===== config.mk =====
export PLATFORM = sky130hd
export DESIGN_NAME = lsu_ctrl
export DESIGN_NICKNAME = d
export VERILOG_FILES = /design/src/rtl/lsu_pkg.sv /design/src/rtl/lsu_ctrl_lane_align.sv /design/src/rtl/lsu_ctrl.sv
export SDC_FILE = /design/constraint.sdc
export NUM_CORES = 1
export LEC_CHECK = 0
export CAP_MARGIN = 10
export CORE_MARGIN = 2
export CORE_UTILIZATION = 30
export CTS_BUF_LIST = sky130_fd_sc_hd__clkbuf_8
export DETAILED_ROUTE_END_ITERATION = 8
export GPL_TIMING_DRIVEN = 0
export SLEW_MARGIN = 10
export SYNTH_ARGS = -nofsm -noshare
export SYNTH_HDL_FRONTEND = slang
export SYNTH_HIERARCHICAL = 1
export SYNTH_SLANG_ARGS = --single-unit

===== constraint.sdc =====
create_clock -name clk -period 5.8 [get_ports clk]
set_clock_uncertainty 0.15 [all_clocks]
set_input_delay 1.16 -clock clk [delete_from_list [all_inputs] [get_ports clk]]
set_output_delay 1.16 -clock clk [all_outputs]
set_load 0.02 [all_outputs]

===== src/rtl/lsu_pkg.sv =====
// lsu_pkg: shared op/state types, error codes, bus direction and size helpers for lsu_ctrl
package lsu_pkg;
  typedef enum logic [3:0] {
    LSU_NONE, LSU_LB, LSU_LH, LSU_LW, LSU_LBU, LSU_LHU, LSU_LWU, LSU_LD,
    LSU_SB, LSU_SH, LSU_SW, LSU_SD
  } lsu_op_t;
  typedef enum logic [1:0] {LSU_IDLE, LSU_BUS, LSU_RESP} lsu_state_t;
  localparam logic [1:0] LSU_ERR_OK       = 2'd0;
  localparam logic [1:0] LSU_ERR_MISALIGN = 2'd1;
  localparam logic [1:0] LSU_ERR_ILLEGAL  = 2'd2;
  localparam logic [1:0] LSU_ERR_TIMEOUT  = 2'd3;
  localparam logic READ  = 1'b1;
  localparam logic WRITE = 1'b0;
  localparam logic [7:0] SZ_MASK_B = 8'h01;
  localparam logic [7:0] SZ_MASK_H = 8'h03;
  localparam logic [7:0] SZ_MASK_W = 8'h0F;
  localparam logic [7:0] SZ_MASK_D = 8'hFF;
  // log2 of the access size in bytes
  function automatic logic [1:0] op_size(lsu_op_t op);
    case (op)
      LSU_LH, LSU_LHU, LSU_SH: op_size = 2'd1;
      LSU_LW, LSU_LWU, LSU_SW: op_size = 2'd2;
      LSU_LD, LSU_SD:          op_size = 2'd3;
      default:                 op_size = 2'd0;
    endcase
  endfunction
  function automatic logic [7:0] size_mask(logic [1:0] sz);
    return sz == 2'd0 ? SZ_MASK_B : sz == 2'd1 ? SZ_MASK_H : sz == 2'd2 ? SZ_MASK_W : SZ_MASK_D;
  endfunction
  function automatic logic op_store(lsu_op_t op);
    return op inside {LSU_SB, LSU_SH, LSU_SW, LSU_SD};
  endfunction
  function automatic logic op_signed(lsu_op_t op);
    return op inside {LSU_LB, LSU_LH, LSU_LW};
  endfunction
endpackage


===== src/rtl/lsu_ctrl_lane_align.sv =====
// lsu_lane_align: byte-enable generation, store replication, load extraction and access checks
module lsu_lane_align
  import lsu_pkg::*;
#(
  parameter  int DATA_W = 32,
  localparam int NB     = DATA_W / 8,
  localparam int OFF    = $clog2(NB)
) (
  input  lsu_op_t           op,
  input  logic [OFF-1:0]    off,
  input  logic [DATA_W-1:0] wdata,
  input  logic [DATA_W-1:0] rdata,
  output logic [NB-1:0]     be,
  output logic [DATA_W-1:0] wdata_st,
  output logic [DATA_W-1:0] rdata_ext,
  output logic              misaligned,
  output logic              illegal
);
  logic [1:0]        sz;
  logic [6:0]        bits;
  logic [DATA_W-1:0] lane;
  logic [DATA_W-1:0] low_mask;
  logic              sgn;
  // a full-width access shifts the 1 out, so low_mask wraps to all ones
  always_comb begin
    sz         = op_size(op);
    bits       = 7'(8 << sz);
    illegal    = op > LSU_SD || (DATA_W == 32 && op inside {LSU_LWU, LSU_LD, LSU_SD});
    misaligned = |(off & OFF'((1 << sz) - 1));
    be         = NB'(size_mask(sz)) << off;
    wdata_st   = '0;
    for (int i = 0; i < NB; i++) wdata_st[8*i +: 8] = 8'(wdata >> (8 * (i & ((1 << sz) - 1))));
    lane       = rdata >> (8 * off);
    low_mask   = (DATA_W'(1) << bits) - DATA_W'(1);
    sgn        = op_signed(op) && |(lane & (DATA_W'(1) << (bits - 7'd1)));
    rdata_ext  = (lane & low_mask) | (sgn ? ~low_mask : '0);
  end
endmodule


===== src/rtl/lsu_ctrl.sv =====
// lsu_ctrl: sequential load/store controller driving a word-addressed bus with wait states
module lsu_ctrl
  import lsu_pkg::*;
#(
  parameter  int DATA_W  = 32,
  parameter  int ADDR_W  = 32,
  parameter  int TIMEOUT = 16,
  localparam int NB      = DATA_W / 8,
  localparam int OFF     = $clog2(NB),
  localparam int CW      = $clog2(TIMEOUT + 1)
) (
  input  logic                  clk,
  input  logic                  rst_n,
  input  logic                  req_valid,
  output logic                  req_ready,
  input  logic [3:0]            req_op,
  input  logic [ADDR_W-1:0]     req_addr,
  input  logic [DATA_W-1:0]     req_wdata,
  output logic                  rsp_valid,
  output logic [DATA_W-1:0]     rsp_rdata,
  output logic [1:0]            rsp_err,
  output logic                  mem_as_,
  output logic                  mem_rw,
  output logic [ADDR_W-OFF-1:0] mem_addr,
  output logic [NB-1:0]         mem_be,
  output logic [DATA_W-1:0]     mem_wdata,
  input  logic                  mem_rdy,
  input  logic [DATA_W-1:0]     mem_rdata
);
  lsu_state_t            state_q, state_d;
  logic [CW-1:0]         cnt_q, cnt_d;
  lsu_op_t               op_q, op_d, op_sel;
  logic [OFF-1:0]        off_q, off_d, off_sel;
  logic [ADDR_W-OFF-1:0] addr_q, addr_d;
  logic [NB-1:0]         be_q, be_d, be;
  logic [DATA_W-1:0]     wdata_q, wdata_d, wdata_st, rdata_ext;
  logic                  rw_q, rw_d, misaligned, illegal;
  logic                  rsp_valid_q, rsp_valid_d;
  logic [DATA_W-1:0]     rsp_rdata_q, rsp_rdata_d;
  logic [1:0]            rsp_err_q, rsp_err_d;
  // the aligner checks the incoming request in IDLE and extracts with the latched access in BUS
  assign op_sel  = state_q == LSU_IDLE ? lsu_op_t'(req_op) : op_q;
  assign off_sel = state_q == LSU_IDLE ? req_addr[OFF-1:0] : off_q;
  lsu_lane_align #(.DATA_W(DATA_W)) u_align (
    .op        (op_sel),
    .off       (off_sel),
    .wdata     (req_wdata),
    .rdata     (mem_rdata),
    .be        (be),
    .wdata_st  (wdata_st),
    .rdata_ext (rdata_ext),
    .misaligned(misaligned),
    .illegal   (illegal)
  );
  always_comb begin
    state_d     = state_q;
    cnt_d       = cnt_q;
    op_d        = op_q;
    off_d       = off_q;
    addr_d      = addr_q;
    be_d        = be_q;
    wdata_d     = wdata_q;
    rw_d        = rw_q;
    rsp_rdata_d = '0;
    rsp_err_d   = LSU_ERR_OK;
    if (state_q == LSU_IDLE && req_valid && op_sel != LSU_NONE) begin
      if (illegal || misaligned) begin
        state_d   = LSU_RESP;
        rsp_err_d = illegal ? LSU_ERR_ILLEGAL : LSU_ERR_MISALIGN;
      end else begin
        state_d = LSU_BUS;
        cnt_d   = '0;
        op_d    = op_sel;
        off_d   = off_sel;
        addr_d  = req_addr[ADDR_W-1:OFF];
        be_d    = be;
        wdata_d = wdata_st;
        rw_d    = op_store(op_sel) ? WRITE : READ;
      end
    end else if (state_q == LSU_BUS) begin
      if (mem_rdy) begin
        state_d     = LSU_RESP;
        rsp_rdata_d = rw_q == READ ? rdata_ext : '0;
      end else if (cnt_q == CW'(TIMEOUT - 1)) begin
        state_d   = LSU_RESP;
        rsp_err_d = LSU_ERR_TIMEOUT;
      end else begin
        cnt_d = cnt_q + CW'(1);
      end
    end else if (state_q == LSU_RESP) begin
      state_d = LSU_IDLE;
    end
    rsp_valid_d = state_d == LSU_RESP;
  end
  always_ff @(posedge clk or negedge rst_n) begin
    if (!rst_n) begin
      state_q     <= LSU_IDLE;
      cnt_q       <= '0;
      op_q        <= LSU_NONE;
      off_q       <= '0;
      addr_q      <= '0;
      be_q        <= '0;
      wdata_q     <= '0;
      rw_q        <= READ;
      rsp_valid_q <= 1'b0;
      rsp_rdata_q <= '0;
      rsp_err_q   <= LSU_ERR_OK;
    end else begin
      state_q     <= state_d;
      cnt_q       <= cnt_d;
      op_q        <= op_d;
      off_q       <= off_d;
      addr_q      <= addr_d;
      be_q        <= be_d;
      wdata_q     <= wdata_d;
      rw_q        <= rw_d;
      rsp_valid_q <= rsp_valid_d;
      rsp_rdata_q <= rsp_rdata_d;
      rsp_err_q   <= rsp_err_d;
    end
  end
  assign req_ready = state_q == LSU_IDLE;
  assign mem_as_   = state_q != LSU_BUS;
  assign mem_rw    = rw_q;
  assign mem_addr  = addr_q;
  assign mem_be    = state_q == LSU_BUS ? be_q : '0;
  assign mem_wdata = state_q == LSU_BUS ? wdata_q : '0;
  assign rsp_valid = rsp_valid_q;
  assign rsp_rdata = rsp_rdata_q;
  assign rsp_err   = rsp_err_q;
endmodule


Word level (Yosys, flattened, before mapping)
Memory sizes are Yosys's and may differ from the RTL's. Index checks and enable logic that the tools add are counted.

$add $sub $neg: 4. Magnitude comparators: 1. Eq/ne operators: 18. Shift-type cells: 9. Mux-type cells: 29. Bitwise logic cells: 6. Reduce and logical (&&, ||, !) cells: 16.

Operators by type and width (number): 32-bit two-way mux (6); 32-bit bitwise AND (2); 1-bit by 7-bit << shifter with 32-bit output (first input constant) (2); 32-bit by 5-bit right shift with 8-bit output (2); 32-bit NOT (1); 32-bit OR (1); 32-bit OR reduction (1); 32-bit by 4-bit right shift with 8-bit output (1); 32-bit by 5-bit right shift with 32-bit output (1); 32-bit by 2-bit subtractor with 32-bit output (second input constant) (1); 2-bit two-way mux (13); 5-bit two-way mux (5); 4-bit equality test (second input constant) (4); 4-bit two-way mux (4); 4-bit by 2-bit equality test with 1-bit output (second input constant) (2); 4-bit by 3-bit equality test with 1-bit output (second input constant) (2); 4-bit nonzero test (2); 4-bit by 2-bit << shifter with 7-bit output (first input constant) (1); 7-bit by 1-bit subtractor with 7-bit output (second input constant) (1); 3-bit nonzero test (2); 5-bit by 1-bit adder with 5-bit output (second input constant) (1); 5-bit by 4-bit equality test with 1-bit output (second input constant) (1); 2-bit by 1-bit equality test with 1-bit output (second input constant) (2); 2-bit equality test (second input constant) (2); other kinds (17) (23).

Flip-flop bits (word level): 115. Bits in read-only memories: 32. Bits of input ports: 104. Output and inout port bits: 104. Logic and storage cells: 95. Memories kept: 1.

Memories: (no name shown) (depth 16, width 2, rd ports 1, clocked after memory_dff 0, wr ports 0, RTL line lsu_pkg.sv:20) `case (op)`.

Logic depth before layout (Yosys ltp)
Gate-level depths: netlist (run 1). An unclocked memory read counts as a cell.

Word-level depth: 15. Gate-level depth with buffers: 16. Gate-level depth less buffers: 12.

Modules after synthesis
The synthesis (run 1) kept the hierarchy.

Modules (own cells, without submodules): lsu_ctrl (times used 1, cells an instance 326, area an instance 4578.1 um^2, sequential area each 2879.0 um^2); lsu_lane_align (times used 1, cells an instance 202, area an instance 1403.8 um^2, sequential area each 0.0 um^2).

Least setup slack after synthesis (run 1)
Ideal clock, no wire load.

Path kind: input port to flip-flop. Start point: input port req_op[3]. End point: register addr_q[10] (netlist: mem_addr[10]). Setup time: 127 ps. Arrival time: 4440 ps. Data required time: 5523 ps. Path slack: 1082 ps. Stages on the path: 14. Buffers on the path: 5. Cells stage by stage: mux2_2 o21a_1 o21ai_2 inv_2 clkbuf_1 ha_1 clkbuf_1 buf_2 o21ai_0 or2_2 nor3_4 buf_4 buf_6 mux2_1.

Word-level cells in the longest chain between the ends: 9. Elaborated cells on any way between the ends: 17. Classes of those cells: add/sub (1); order compare (1); eq/ne (3); shift (1); mux (1); bitwise (2); reduce/logical (7); memory (1).

Ends and longest elaborated chain: from (decl) (RTL line lsu_ctrl.sv:16) `input logic [3:0] req_op,`; 4-bit two-way mux (RTL line lsu_ctrl.sv:42) `assign op_sel = state_q == LSU_IDLE ? lsu_op_t'(req_op) : op_q;`; memory read 16 x 2 bit; 1-bit by 2-bit << shifter with 2-bit output (RTL line lsu_ctrl_lane_align.sv:29) `misaligned = |(off & OFF'((1 << sz) - 1));`; 2-bit subtractor; 2-bit bitwise AND (RTL line lsu_ctrl_lane_align.sv:29); 2-bit OR reduction (RTL line lsu_ctrl_lane_align.sv:29); named net misaligned (RTL line lsu_ctrl.sv:37) `logic rw_q, rw_d, misaligned, illegal;`; 1-bit logical OR (RTL line lsu_ctrl.sv:67) `if (illegal || misaligned) begin`; 1-bit NOT (no source line); 2-bit AND reduction (no source line); to (signal assigned) (RTL line lsu_ctrl.sv:113) `addr_q <= addr_d;`; to (decl) (RTL line lsu_ctrl.sv:34) `logic [ADDR_W-OFF-1:0] addr_q, addr_d;`.

The timed path passes the listed nets, and every way through them passes these cells. A chain may end at the register's enable or synchronous reset.

Worst setup path in the final report (run 1)
Start point: input port req_op[3]. End point: register addr_q[14] (netlist: mem_addr[14]).

Word-level cells in the longest chain between the ends: 9. Elaborated cells on any way between the ends: 17. Classes of those cells: add/sub (1); order compare (1); eq/ne (3); shift (1); mux (1); bitwise (2); reduce/logical (7); memory (1).

Ends and longest elaborated chain: 4-bit two-way mux (RTL line lsu_ctrl.sv:42); named net op_sel[3] (RTL line lsu_ctrl.sv:32) `lsu_op_t op_q, op_d, op_sel;`; memory read 16 x 2 bit; 1-bit by 2-bit << shifter with 2-bit output (RTL line lsu_ctrl_lane_align.sv:29); 2-bit subtractor; 2-bit bitwise AND (RTL line lsu_ctrl_lane_align.sv:29); 2-bit OR reduction (RTL line lsu_ctrl_lane_align.sv:29); named net misaligned (RTL line lsu_ctrl.sv:37); 1-bit logical OR (RTL line lsu_ctrl.sv:67); 1-bit NOT (no source line); 2-bit AND reduction (no source line).

The timed path passes the listed nets, and every way through them passes these cells.

==> impl_metrics.csv, run 1 <==
group,metric,value,unit
setup_path,crit_path_top_delay_cell,"ha_4",
die,rows,51,
setup_path,crit_cells,14,
drt,routedWlPerCell,17.6,um
setup_path,path_buf_inv,6,
setup_path,r2r_cells,14,
place,dp_hpwl,13800,um
drt,antenna_left,0,
setup_path,rrSetupSlack,370,ps
synthesis,synth_cell_types,51,
clock_tree,h-tree-depth,4,
synthesis,syn-num-nets,636,
layout,final_core_util,45.7,%
synthesis,syn_area,0.00598,mm^2
drt,wl_met2,8650,um
drt,drt-met1-wl,8000,um
timing,rsz0062_at_grt,"false",
clock_tree,cts.sinks,115,
drt,dr_wl_met3,1100,um
global_routing,grt_pass1_vias,5231,
clock_tree,cts_tree,"yes",
timing,report.final.slew_viol_count,0,
clock_tree,cts-root-buf,"clkbuf_8",
drt,drt_iter0_drc,309,
drt,drc,0,
pwr,ir_drop,0.213,mV
die,start_util,30.6,%
clock_tree,cts_setup_buffers,0,
setup_path,arrival,5690,ps
drt,routed_via_density,4.77,
clock_tree,numCtsBuffers,17,
synthesis,syn_area_per_cell,11.3,um^2
global_routing,grtUsageTotal,17.5,%
clock_tree,clk_pin_slew_worst_paths,60,ps
drt,wl,18100,um
layout,regArea,0.00288,mm^2
pwr,p_leak,3.79,nW
layout,multi_input_area,0.00285,mm^2
setup_path,critical_path.top_delay_family,"buffers and inverters",
layout,stdcell_count,1032,
die,top_level_ports,208,
flow_run,drv_cap,0,
synthesis,yosysTopAreaCell,"dfrtp_1",
place,dp_cells,1001,
synthesis,synthCells,528,
layout,fillers,1847,
global_routing,grt_max_degree,60,
timing,setup_viol,0,
timing,fin_crit_sh,95.6,%
pwr,cellPowerDensity,575,mW/mm^2
place,numPortBuffers,207,
timing,tightestPinTransition,757,ps
run_status,outcome,"finished, final reports clean",
setup_path,crit_path_start_kind,"input port",
layout,drive_gt1_share,21.0,%
layout,area_growth,49.2,%
global_routing,antenna_found_initial,0,
setup_path,path_max_fanout,11,
setup_path,cp.required,5950,ps
synthesis,synth_common_cells,"114 x dfrtp_1, 80 x mux2_2, 69 x and2_1, 41 x nand2_1, 28 x nand3_1",
global_routing,grt_pass1_wl,29100,um
synthesis,ys_seq_area_share,48.1,%
timing,hold_viol,0,
timing,relSlewSlack,49.5,%
clock_tree,clock_latency,420,ps
synthesis,synth-seq-cells,115,
global_routing,grt_overflow_total,0,
layout,nets,862,
setup_path,cp_slowest_stage_delay,490,ps
die,die-area,0.0211,mm^2
synthesis,netlist_top_cells_area,"dfrtp_1 48%, mux2_2 15%, and2_1 7.2%",
synthesis,yosys_warnings,6,
synthesis,synth_edf_count,0,
setup_path,cp_cell_sequence,"clkdlybuf4s50_1 -> mux2_2 -> o21a_1 -> o21ai_2 -> inv_2 -> clkbuf_1 -> ha_4 -> buf_2 -> o21ai_0 -> or2_2 -> nor3_4 -> buf_4 -> buf_6 -> mux2_1",
timing,setup_tns,0,ps
die,die_x,145,um
timing,period_minus_slack,5540,ps
place,finalWeightedCongestion,0.893,
hold_path,hold_path.class,"reg2reg",
setup_path,crit_path_end_kind,"flop",
synthesis,ys.flop_type,"dfrtp_1",
synthesis,yosys.area.top_type_share,47.7,%
drt,first_pass_iters,7,
layout,design_area,0.00892,mm^2
die,fp.dieH,145,um
drt,highest_layer,"met4",
clock_tree,cts_max_path_buffers,2,
drt,vias,4924,
place,place_area,0.00841,mm^2
synthesis,yosysMostFrequentCell,"dfrtp_1",
die,core,0.0195,mm^2
timing,max_freq,180,MHz
synthesis,postSynth.asyncResetShare,100,%
layout,diodes,0,
hold_path,worstHoldPathCells,1,
setup_path,path_class,"in2reg",
## final timing paths
check                             startpoint       endpoint
worst max-delay path               req_op[3]   mem_addr[14]
worst min-delay path            mem_addr[18]   mem_addr[18]
worst max register to register    state_q[1]   mem_addr[14]
worst min register to register  mem_addr[18]   mem_addr[18]
max in group asynchronous              rst_n       cnt_q[0]
min in group asynchronous              rst_n  rsp_rdata[12]
## worst reg2reg max path: stages, from the launching register on
cell and delay (ps):
dfrtp_1 450, nor2_1 510, mux2_2 490, o21a_1 220, o21ai_2 370, inv_2 210, clkbuf_1 390, ha_4 500
buf_2 340, o21ai_0 290, or2_2 410, nor3_4 240, buf_4 250, buf_6 170, mux2_1 340
## where the power goes
group,total [mW],internal [mW],switching [mW]
logic,2.93,1.40,1.53
registers,1.28,1.12,0.153
clock network,0.918,0.592,0.326
total,5.13,3.12,2.01
## cell type report
cell class,count,area share (%)
Timing Repair Buffer,208,23.5
Inverter,7,0.294
Buffer,42,2.62
Sequential cell,115,32.3
Clock inverter,8,1.89
Tap cell,265,3.72
Clock buffer,24,3.70
Multi-Input combinational cell,363,32.0
## stage by stage
step | total power [mW] | hold WS, ps | worst slack [ps]
after floorplan | 3.15 | 322 | 1080
after global placement | 4.13 | 317 | -1070
after detailed placement | 4.21 | 325 | -704
after CTS | 5.16 | 340 | 83.1
after global routing | 5.47 | 349 | 9.51
final | 5.13 | 336 | 255
## repair_timing
item,CTS,global route
pin swaps,0,0
endpoints found under the setup margin,73,64
gates resized for setup,1,1
hold buffers,0,0
## layout by cell type (no fill, tap or decap), drive strengths merged, types with 3 or more instances in the layout
master / netlist / final
nor2b: 11 / 11
or3: 3 / 3
a211oi: 7 / 7
buf: 29 / 31
a21oi: 21 / 21
bufinv: 0 / 5
inv: 7 / 8
nand2: 41 / 41
a31oi: 3 / 3
nor2: 16 / 16
mux2: 94 / 94
nand3: 28 / 28
o21ai: 10 / 10
dfrtp: 114 / 114
clkdlybuf4s50: 0 / 206
o2bb2ai: 7 / 7
mux2i: 9 / 9
mux4: 9 / 9
and2: 70 / 70
ha: 4 / 4
clkbuf: 14 / 37
## per-layer routing
| metal | vias up | GRT usage (%) |
|---|---|---|
| met1 | 2423 | 22.8 |
| li1 | 2302 | - |
| met4 | 0 | 6.18 |
| met2 | 176 | 27.8 |
| met3 | 23 | 4.97 |
| met5 | - | 0 |
## logic make-up (layout without fill, tap and decap cells)
family          count (synthesis)  count (layout)  synth area share (%)
flops                         115             115                  48.1
mux                           112             112                  22.6
simple gates                  187             187                  17.5
compound gates                 59              59                  6.38
fa+ha+maj                       4               4                 0.837
buf+inv                        50             289                  4.41
xor+xnor                        1               1                 0.146
## flip-flops by register name, summed over array words and instances, names as in the netlist, 4 cells and up
| register | count |
|---|---|
| be_q | 4 |
| cnt_q | 5 |
| op_q | 4 |
| wdata_q | 32 |
| rsp_rdata | 32 |
| mem_addr | 30 |
No activity file was read; power rests on OpenSTA's default activity.
==> inputs of run 2 (changes only) <==
- CAP_MARGIN: 10 -> 30
==> run 2 against run 1 <==
Worst hold slack improved by 1.7 ps. Power decreased by 2.8%. Flip-flop and latch count unchanged. Combinational power about the same. Worst setup slack improved by 170 ps. Routed wire length increased by 0.20%. Sequential share of layout area increased by 0.20 points. Clock power decreased by 15%. Cell area decreased by 0.60%. Critical endpoint unchanged. Via count increased by 0.87%. Global-route usage about the same. First-iteration DRC count increased by 28%.
==> impl_metrics.csv, run 2 (synthesis results as in run 1) <==
group,metric,value,unit
timing,period_minus_slack,5380,ps
hold_path,worstHoldPathCells,1,
layout,design_area,0.00887,mm^2
layout,fillers,1850,
timing,relSlewSlack,50.2,%
die,die-area,0.0211,mm^2
clock_tree,clock_latency,430,ps
place,place_area,0.00844,mm^2
timing,max_freq,186,MHz
drt,vias,4967,
place,numPortBuffers,207,
clock_tree,cts_max_path_buffers,2,
setup_path,arrival,5540,ps
drt,drt_iter0_drc,394,
setup_path,r2r-end,"mem_addr[14]",
layout,multi_input_area,0.00286,mm^2
drt,first_pass_iters,5,
die,fp.dieH,145,um
timing,rsz0062_at_grt,"false",
die,top_level_ports,208,
global_routing,grt_pass1_vias,5229,
pwr,switching_share,40.5,%
drt,routedWlPerCell,17.6,um
setup_path,r2r_cells,14,
clock_tree,cts_setup_buffers,0,
drt,routed_via_density,4.81,
clock_tree,cts_tree,"yes",
layout,final_common_cell,"clkdlybuf4s50_1",
place,dp_hpwl,13800,um
timing,report.final.slew_viol_count,0,
layout,stdcell_count,1033,
drt,antenna_left,0,
clock_tree,cts.sinks,115,
timing,fin_crit_sh,92.7,%
layout,final_cell_mix,"206 x clkdlybuf4s50_1, 114 x dfrtp_1, 80 x mux2_2",
die,rows,51,
layout,nets,863,
clock_tree,h-tree-depth,4,
setup_path,cp_slowest_stage_delay,490,ps
pwr,combPwrFrac,58.8,%
clock_tree,cts-root-buf,"clkbuf_8",
pwr,p_switching,2.02,mW
pwr,cellPowerDensity,562,mW/mm^2
die,core,0.0195,mm^2
layout,area_growth,48.3,%
place,dp_cells,1002,
timing,tightestPinTransition,747,ps
die,start_util,30.6,%
setup_path,path_class,"in2reg",
setup_path,cp_cell_sequence,"clkdlybuf4s50_1 -> mux2i_1 -> inv_1 -> o21a_1 -> o21ai_4 -> inv_2 -> clkbuf_1 -> ha_4 -> buf_2 -> o21ai_0 -> or2_2 -> nor3_4 -> buf_4 -> buf_6 -> mux2_1",
pwr,clock_power_share,15.6,%
flow_run,drv_cap,0,
global_routing,grt_max_degree,59,
pwr,p_int,2.96,mW
setup_path,crit_path_start_kind,"input port",
place,finalWeightedCongestion,0.893,
drt,wl,18200,um
layout,diodes,0,
timing,setup_viol,0,
hold_path,hold_path.class,"reg2reg",
hold_path,min_to,"mem_addr[6]",
die,die_x,145,um
setup_path,path_max_fanout,11,
run_status,outcome,"finished, final reports clean",
global_routing,grtUsageTotal,17.5,%
hold_path,hp-start,"mem_addr[6]",
pwr,ir_drop,0.202,mV
pwr,p_leak,3.75,nW
setup_path,rr_startpoint,"state_q[1]",
global_routing,antenna_found_initial,0,
clock_tree,numCtsBuffers,17,
layout,drive_gt1_share,21.2,%
setup_path,crit_path_top_delay_cell,"ha_4",
global_routing,grt_overflow_total,0,
drt,drc,0,
layout,regArea,0.00288,mm^2
setup_path,cp.required,5960,ps
pwr,power_frac_seq,25.6,%
setup_path,crit_path_end_kind,"flop",
clock_tree,hold_buffers,0,
clock_tree,clk_pin_slew_worst_paths,70,ps
setup_path,rrSetupSlack,530,ps
pwr,total_power,4.98,mW
timing,hold_viol,0,
global_routing,grt_pass1_wl,29200,um
[run 2: cell types whose count changed in the layout (fill, tap and decap cells not counted)]
cell | previous run | this run
inv_1 | 7 | 6
clkbuf_8 | 24 | 18
o21ai_4 | 0 | 1
clkinv_2 | 0 | 5
clkinv_4 | 0 | 2
o21ai_2 | 1 | 0
clkinvlp_4 | 2 | 4
buf_16 | 1 | 2
bufinv_16 | 5 | 3
[run 2: power by group through the flow]
stage / Sequential [mW] / Combinational (mW) / Clock [mW]
2_1_floorplan: 1.43 / 1.72 / 0
3_3_place_gp: 1.28 / 2.85 / 0
3_5_place_dp: 1.29 / 2.91 / 0
4_1_cts: 1.28 / 2.92 / 0.800
5_1_grt: 1.32 / 3.16 / 0.844
6_report: 1.27 / 2.93 / 0.777
[run 2: worst max-delay path, delay by kind of cell]
kind | cells | cell delay [ps]
mux | 2 | 550
fa+ha+maj | 1 | 490
buf+inv | 7 | 1910
simple gates | 2 | 630
compound gates | 3 | 790
[run 2: area by class of cell]
class / count / share of cell area, %
flip-flops and latches: 115 / 32.5
multi-input cells: 363 / 32.2
clock buffers: 18 / 2.79
plain buffers: 42 / 2.64
clock inverters: 14 / 1.83
repair buffers: 209 / 24.0
inverters: 7 / 0.296
well taps: 265 / 3.74
[run 2: how the worst max path moves through the flow]
stage	startpoint	to	slack, ps	depth (start not counted)
floorplan	req_op[3]	mem_addr[10]	1080	14
global placement	rst_n	mem_addr[7]	-1070	1
detailed placement	req_op[2]	mem_addr[14]	-630	16
CTS	req_op[2]	mem_addr[14]	20	15
global route	req_op[2]	mem_addr[7]	110	15
finish	req_op[2]	mem_addr[14]	420	15
[run 2: what timing repair did]
action / in CTS / in global routing
hold endpoints to repair: 0 / 0
setup endpoints to repair: 68 / 75
resized for setup: 0 / 3
[run 2: metrics by stage]
stage	worst slack (ps)	util (%)	TNS [ps]	hold WS (ps)
global route	110	45.4	0	357
floorplan	1080	-	0	322
CTS	18.6	45.3	0	345
global placement	-1070	42.9	-159650	317
detailed placement	-628	43.2	-42930	328
finish	422	45.4	0	338
[run 2: layer usage]
layer	up-vias	GRT usage (%)	share of wire, %
li1	2292	-	-
met3	27	4.81	6.4
met1	2442	22.8	44
met5	-	0	0
met2	206	27.7	47
met4	0	6.96	2.7
